File: src/rtl/cd_dma_engine.sv
// DMA engine for the CD system controller: register port, 68K bus arbitration and
// word copy/fill over a ready-handshaked memory port, with a sticky completion IRQ.
module cd_dma_engine #(
  parameter int ADDR_W    = 24,
  parameter int CNT_W     = 24,
  parameter int BURST_LEN = 64
) (
  input  logic              CLK_68KCLK,
  input  logic              RESET,
  input  logic              REG_WR,
  input  logic [2:0]        REG_SEL,
  input  logic [15:0]       REG_DATA,
  input  logic              IRQ_ACK,
  output logic              BUS_REQ,
  input  logic              BUS_ACK,
  output logic [ADDR_W-1:0] MEM_ADDR,
  output logic              MEM_RD,
  output logic              MEM_WR,
  output logic [15:0]       MEM_DOUT,
  input  logic [15:0]       MEM_DIN,
  input  logic              MEM_READY,
  output logic              BUSY,
  output logic              DONE,
  output logic              IRQ
);

  typedef enum logic [2:0] {
    S_IDLE = 3'd0, S_ARB = 3'd1, S_RD = 3'd2, S_WR = 3'd3,
    S_NEXT = 3'd4, S_REL = 3'd5, S_END = 3'd6
  } state_t;

  localparam logic [CNT_W-1:0] BURST_C = CNT_W'(BURST_LEN);

  state_t              state_q;
  logic [ADDR_W-1:0]   src_reg_q, dst_reg_q, src_q, dst_q, mem_addr_q;
  logic [CNT_W-1:0]    cnt_reg_q, cnt_q, burst_q;
  logic [15:0]         value_q, mem_dout_q;
  logic                mode_q, abort_q, bus_req_q, mem_rd_q, mem_wr_q;
  logic                busy_q, done_q, irq_q;

  logic [ADDR_W-1:0]   src_d, dst_d;
  logic [CNT_W-1:0]    cnt_d, burst_d;
  logic                ctrl_wr, abort_now;

  always_comb begin
    src_d     = src_q + ADDR_W'(2);
    dst_d     = dst_q + ADDR_W'(2);
    cnt_d     = (cnt_q == {CNT_W{1'b0}}) ? {CNT_W{1'b0}} : cnt_q - CNT_W'(1);
    burst_d   = burst_q + CNT_W'(1);
    ctrl_wr   = REG_WR && (REG_SEL == 3'd0);
    abort_now = abort_q || (ctrl_wr && REG_DATA[2]);
  end

  always_ff @(posedge CLK_68KCLK) begin
    if (RESET) begin
      state_q    <= S_IDLE;
      src_reg_q  <= {ADDR_W{1'b0}};
      dst_reg_q  <= {ADDR_W{1'b0}};
      src_q      <= {ADDR_W{1'b0}};
      dst_q      <= {ADDR_W{1'b0}};
      mem_addr_q <= {ADDR_W{1'b0}};
      cnt_reg_q  <= {CNT_W{1'b0}};
      cnt_q      <= {CNT_W{1'b0}};
      burst_q    <= {CNT_W{1'b0}};
      value_q    <= 16'h0000;
      mem_dout_q <= 16'h0000;
      mode_q     <= 1'b0;
      abort_q    <= 1'b0;
      bus_req_q  <= 1'b0;
      mem_rd_q   <= 1'b0;
      mem_wr_q   <= 1'b0;
      busy_q     <= 1'b0;
      done_q     <= 1'b0;
      irq_q      <= 1'b0;
    end else begin
      done_q <= 1'b0;
      if (IRQ_ACK) irq_q <= 1'b0;
      if (state_q != S_IDLE && ctrl_wr && REG_DATA[2]) abort_q <= 1'b1;
      case (state_q)
        S_IDLE: begin
          if (REG_WR) begin
            case (REG_SEL)
              3'd0: begin
                mode_q <= REG_DATA[1];
                if (REG_DATA[0]) begin
                  src_q      <= src_reg_q;
                  dst_q      <= dst_reg_q;
                  cnt_q      <= cnt_reg_q;
                  burst_q    <= {CNT_W{1'b0}};
                  mem_dout_q <= value_q;
                  busy_q     <= 1'b1;
                  if (cnt_reg_q == {CNT_W{1'b0}}) begin
                    state_q <= S_END;
                    done_q  <= 1'b1;
                    irq_q   <= 1'b1;
                  end else begin
                    state_q   <= S_ARB;
                    bus_req_q <= 1'b1;
                  end
                end
              end
              3'd1: src_reg_q[ADDR_W-1:16] <= REG_DATA[ADDR_W-17:0];
              3'd2: src_reg_q[15:0]        <= {REG_DATA[15:1], 1'b0};
              3'd3: dst_reg_q[ADDR_W-1:16] <= REG_DATA[ADDR_W-17:0];
              3'd4: dst_reg_q[15:0]        <= {REG_DATA[15:1], 1'b0};
              3'd5: value_q                <= REG_DATA;
              3'd6: cnt_reg_q[CNT_W-1:16]  <= REG_DATA[CNT_W-17:0];
              3'd7: cnt_reg_q[15:0]        <= REG_DATA;
              default: value_q <= value_q;
            endcase
          end
        end
        S_ARB: begin
          if (abort_now) begin
            state_q   <= S_END;
            bus_req_q <= 1'b0;
            done_q    <= 1'b1;
            irq_q     <= 1'b1;
          end else if (BUS_ACK) begin
            state_q    <= mode_q ? S_RD : S_WR;
            mem_addr_q <= mode_q ? src_q : dst_q;
            mem_rd_q   <= mode_q;
            mem_wr_q   <= !mode_q;
          end
        end
        // A strobe low in RD/WR means the access still waits for the bus grant.
        S_RD: begin
          if (!mem_rd_q) begin
            if (BUS_ACK) mem_rd_q <= 1'b1;
          end else if (MEM_READY) begin
            mem_rd_q   <= 1'b0;
            mem_dout_q <= MEM_DIN;
            mem_addr_q <= dst_q;
            mem_wr_q   <= BUS_ACK;
            state_q    <= S_WR;
          end
        end
        S_WR: begin
          if (!mem_wr_q) begin
            if (BUS_ACK) mem_wr_q <= 1'b1;
          end else if (MEM_READY) begin
            mem_wr_q <= 1'b0;
            state_q  <= S_NEXT;
          end
        end
        S_NEXT: begin
          dst_q <= dst_d;
          if (mode_q) src_q <= src_d;
          cnt_q <= cnt_d;
          if (cnt_d == {CNT_W{1'b0}} || abort_now) begin
            state_q   <= S_END;
            bus_req_q <= 1'b0;
            done_q    <= 1'b1;
            irq_q     <= 1'b1;
          end else if (BURST_LEN != 0 && burst_d == BURST_C) begin
            state_q   <= S_REL;
            bus_req_q <= 1'b0;
            burst_q   <= {CNT_W{1'b0}};
          end else begin
            burst_q    <= burst_d;
            state_q    <= mode_q ? S_RD : S_WR;
            mem_addr_q <= mode_q ? src_d : dst_d;
            mem_rd_q   <= mode_q && BUS_ACK;
            mem_wr_q   <= !mode_q && BUS_ACK;
          end
        end
        S_REL: begin
          if (abort_now) begin
            state_q <= S_END;
            done_q  <= 1'b1;
            irq_q   <= 1'b1;
          end else begin
            state_q   <= S_ARB;
            bus_req_q <= 1'b1;
          end
        end
        S_END: begin
          state_q <= S_IDLE;
          busy_q  <= 1'b0;
          abort_q <= 1'b0;
        end
        default: begin
          state_q   <= S_IDLE;
          bus_req_q <= 1'b0;
          mem_rd_q  <= 1'b0;
          mem_wr_q  <= 1'b0;
          busy_q    <= 1'b0;
        end
      endcase
    end
  end

  assign BUS_REQ  = bus_req_q;
  assign MEM_ADDR = mem_addr_q;
  assign MEM_RD   = mem_rd_q;
  assign MEM_WR   = mem_wr_q;
  assign MEM_DOUT = mem_dout_q;
  assign BUSY     = busy_q;
  assign DONE     = done_q;
  assign IRQ      = irq_q;

endmodule

File: config.mk
export PLATFORM = sky130hd
export DESIGN_NAME = cd_dma_engine
export DESIGN_NICKNAME = d
export VERILOG_FILES = /design/src/rtl/cd_dma_engine.sv
export SDC_FILE = /design/constraint.sdc
export NUM_CORES = 1
export LEC_CHECK = 0
export CAP_MARGIN = 20
export CORE_UTILIZATION = 30
export CTS_CLUSTER_SIZE = 20
export DETAILED_ROUTE_END_ITERATION = 10
export DONT_BUFFER_PORTS = 1
export PLACE_DENSITY = 0.54
export SLEW_MARGIN = 30
export SYNTH_ARGS = -nofsm -noshare
export SYNTH_HDL_FRONTEND = slang
export SYNTH_SLANG_ARGS = --single-unit
File: constraint.sdc
create_clock -name CLK_68KCLK -period 4.1 [get_ports CLK_68KCLK]
set_input_delay 0.82 -clock CLK_68KCLK [delete_from_list [all_inputs] [get_ports CLK_68KCLK]]
set_output_delay 0.82 -clock CLK_68KCLK [all_outputs]
set_load 0.01 [all_outputs]
==> flow_summary.yaml <==
run_status:
  status: "finished, final reports clean"
yosys:
  synth-adder-area-share_pct: 0.404
  postSynthCellCount: 1723
  postSynth.asyncResetShare_pct: 0
  synth_simple_gate_area_share_pct: 30.7
  synth_edf_count: 0
  synth_compound_area_share_pct: 22.3
  ys.warnings.count: 0
  synth_nets: 1768
  synth_top_family_by_area: "simple AND/OR/NAND/NOR gates"
  synth_flop_cell: "dfxtp_1"
  synth_top_cell_area_share_pct: 37.1
  ys_ff_latch: 230
  yosys.area_share.xor_xnor_pct: 3.18
  synth.area.top_cells: "dfxtp_1 (37%), nand2_1 (8.7%), a21oi_1 (8.7%)"
  netlist_area_mm2: 0.0124
  synth.distinct_cells: 72
  syn_area_per_cell_um2: 7.20
  ys_seq_area_share_pct: 37.1
  synthMuxAreaShare_pct: 1.38
  synth_top_cell_by_area: "dfxtp_1"
worst_setup_path:
  cp-start-kind: "register"
  end_kind: "register"
  rr_worst_depth: 12
  cp_max_fo: 10
  crit_arrival_ns: 4.07
  critical_path_class: "reg -> reg"
  cp.required_ns: 4.52
power_and_ir_drop:
  peakVddDrop_uv: 282
  power.density_mw_per_mm2: 510
  p_total_mw: 7.08
  leakage_nw: 4.58
finish:
  layout-drive-gt1-share_pct: 6.94
  area_growth_pct: 12.0
  diodes: 0
  final_cell_area_mm2: 0.0139
  fin_util_pct: 34.0
  multi_input_area_mm2: 0.00723
  seq_area_mm2: 0.00461
  final_cells: 2203
  n_fill_cell: 4321
  final_nets: 1695
floorplan:
  rows: 74
  ios: 87
  die_y_um: 205
  dieArea_mm2: 0.0421
  core_area_mm2: 0.0408
  die_x_um: 205
  start_util_pct: 30.4
sta:
  grt_setup_unrepaired: "false"
  hold_viol: 0
  tightest_slew_ns: 0.880
  fin_crit_sh_pct: 89.0
  fin_hold_ws_ns: 0.394
  slew_violations: 0
  maxSlewHeadroom_pct: 40.9
  finalSetupTns_ns: 0
  finalSetupViolCount: 0
  setup_ws_ns: 0.449
  fin_crit_ns: 3.65
  max_freq_ghz: 0.274
  skew_ns: 0.0153
clocking:
  post_cts_buffers: 0
  numCtsBuffers: 27
  clockRootBuffer: "clkbuf_16"
  cts_repair_resize_count: 0
  cts_buffer_depth: 3
  cts_tree: "done"
  holdBufCountCts: 0
  clock_latency_ns: 0.56
  cts.htree.levels: 1
  cts.sinks: 230
  clk_pin_slew_ns: 0.06
placement:
  io_buffers: 0
  gp_congestion: 0.863
  placed_cell_area_mm2: 0.0128
  place_inst: 2152
  dp_slack_ns: 0.430
  dp_hpwl_mm: 28.4
global_routing:
  groute.usage.overall_pct: 19.4
  overflow: 0
  grt_pass1_vias: 11000
  grt_pass1_wl_mm: 64.3
  grt_max_degree: 230
  antenna_found_initial: 2
detailed_routing:
  wl_per_cell_um: 19.0
  drtIter0Drc: 1198
  drt-total-wl_mm: 41.8
  route.vias.total: 12400
  dr.pass1.iters: 7
  vias_per_cell: 5.63
  drc: 0
  ant_nets: 0
worst_hold_path:
  min_path_type: "in -> reg"
  whs_path_depth: 2
flow_run:
  maxCapViolCount: 0
## synthesized netlist by cell type (18+ instances only)
cell        n
and3_1     25
nor3_1     65
dfxtp_1   230
nor2_1    200
nand2_1   289
xor2_1     24
nand3_1    75
nand4_1    19
a21oi_1   216
clkbuf_1  118
a221oi_1   18
xnor2_1    21
a211oi_1   32
a311oi_1   21
nor4_1     42
o21ai_0    83
## final timing paths
kind         slack [ns]     startpoint            end
min reg2reg        0.45  src_reg_q[18]  src_reg_q[18]
max reg2reg        0.45       cnt_q[0]    burst_q[13]
min                0.39    REG_DATA[8]   dst_reg_q[8]
max                0.45       cnt_q[0]    burst_q[13]
## metal layers
| layer | global-route usage, % | share of wire [%] | vias to the layer above |
|---|---|---|---|
| met4 | 4.47 | 2.0 | 2 |
| met1 | 28.5 | 48 | 5867 |
| met3 | 5.10 | 9.1 | 54 |
| li1 | - | - | 6021 |
| met2 | 27.7 | 41 | 455 |
| met5 | 0 | 0.031 | - |
## placed cells by master (no fill, tap or decap), drive strengths merged, types with 20 or more instances in the layout
cell type	netlist	layout
nand3	77	77
a211oi	32	32
nor3	67	67
dfxtp	230	230
nor2	202	202
and3	26	26
nor4	44	44
nand4	20	20
xnor2	21	21
buf	21	37
a311oi	21	21
a21oi	216	216
xor2	24	24
clkbuf	118	34
nand2	289	289
o21ai	85	85
## registers in the layout (all words and copies together), names as in the netlist, 23 cells and up
register   cells
dst_q         23
src_reg_q     23
MEM_ADDR      23
cnt_q         24
src_q         23
burst_q       24
cnt_reg_q     24
dst_reg_q     23
## kinds of logic after synthesis
family / after synthesis
other: 1
AO/OA/AOI/OAI: 460
buffers and inverters: 155
multiplexers: 17
flip-flops: 230
XOR/XNOR: 45
adder cells (fa/ha/maj): 4
AND/OR/NAND/NOR: 811
## layout make-up
| cell class | count | area share, % |
|---|---|---|
| Tap cell | 532 | 4.80 |
| Clock inverter | 16 | 1.93 |
| Clock buffer | 34 | 5.35 |
| Timing Repair Buffer | 37 | 2.24 |
| Multi-Input combinational cell | 1338 | 52.1 |
| Sequential cell | 230 | 33.2 |
| Inverter | 16 | 0.433 |
## worst max-delay path, stage by stage (launching register included)
cell,delay [ns]
dfxtp_1,0.37
inv_1,0.09
ha_1,0.26
or3b_1,0.50
nor3_2,0.45
a21boi_0,0.20
a311oi_1,0.28
nand4_1,0.29
and3_4,0.32
nand2b_1,0.33
buf_4,0.22
or3_1,0.11
a31oi_1,0.09
## where the power goes
part	leakage, nW	internal (mW)	total [mW]	switching (mW)
Sequential	1.86	2.40	2.62	0.214
Clock	0.493	1.72	2.75	1.03
Combinational	2.22	0.589	1.71	1.12
No activity file was read; power rests on OpenSTA's default activity.
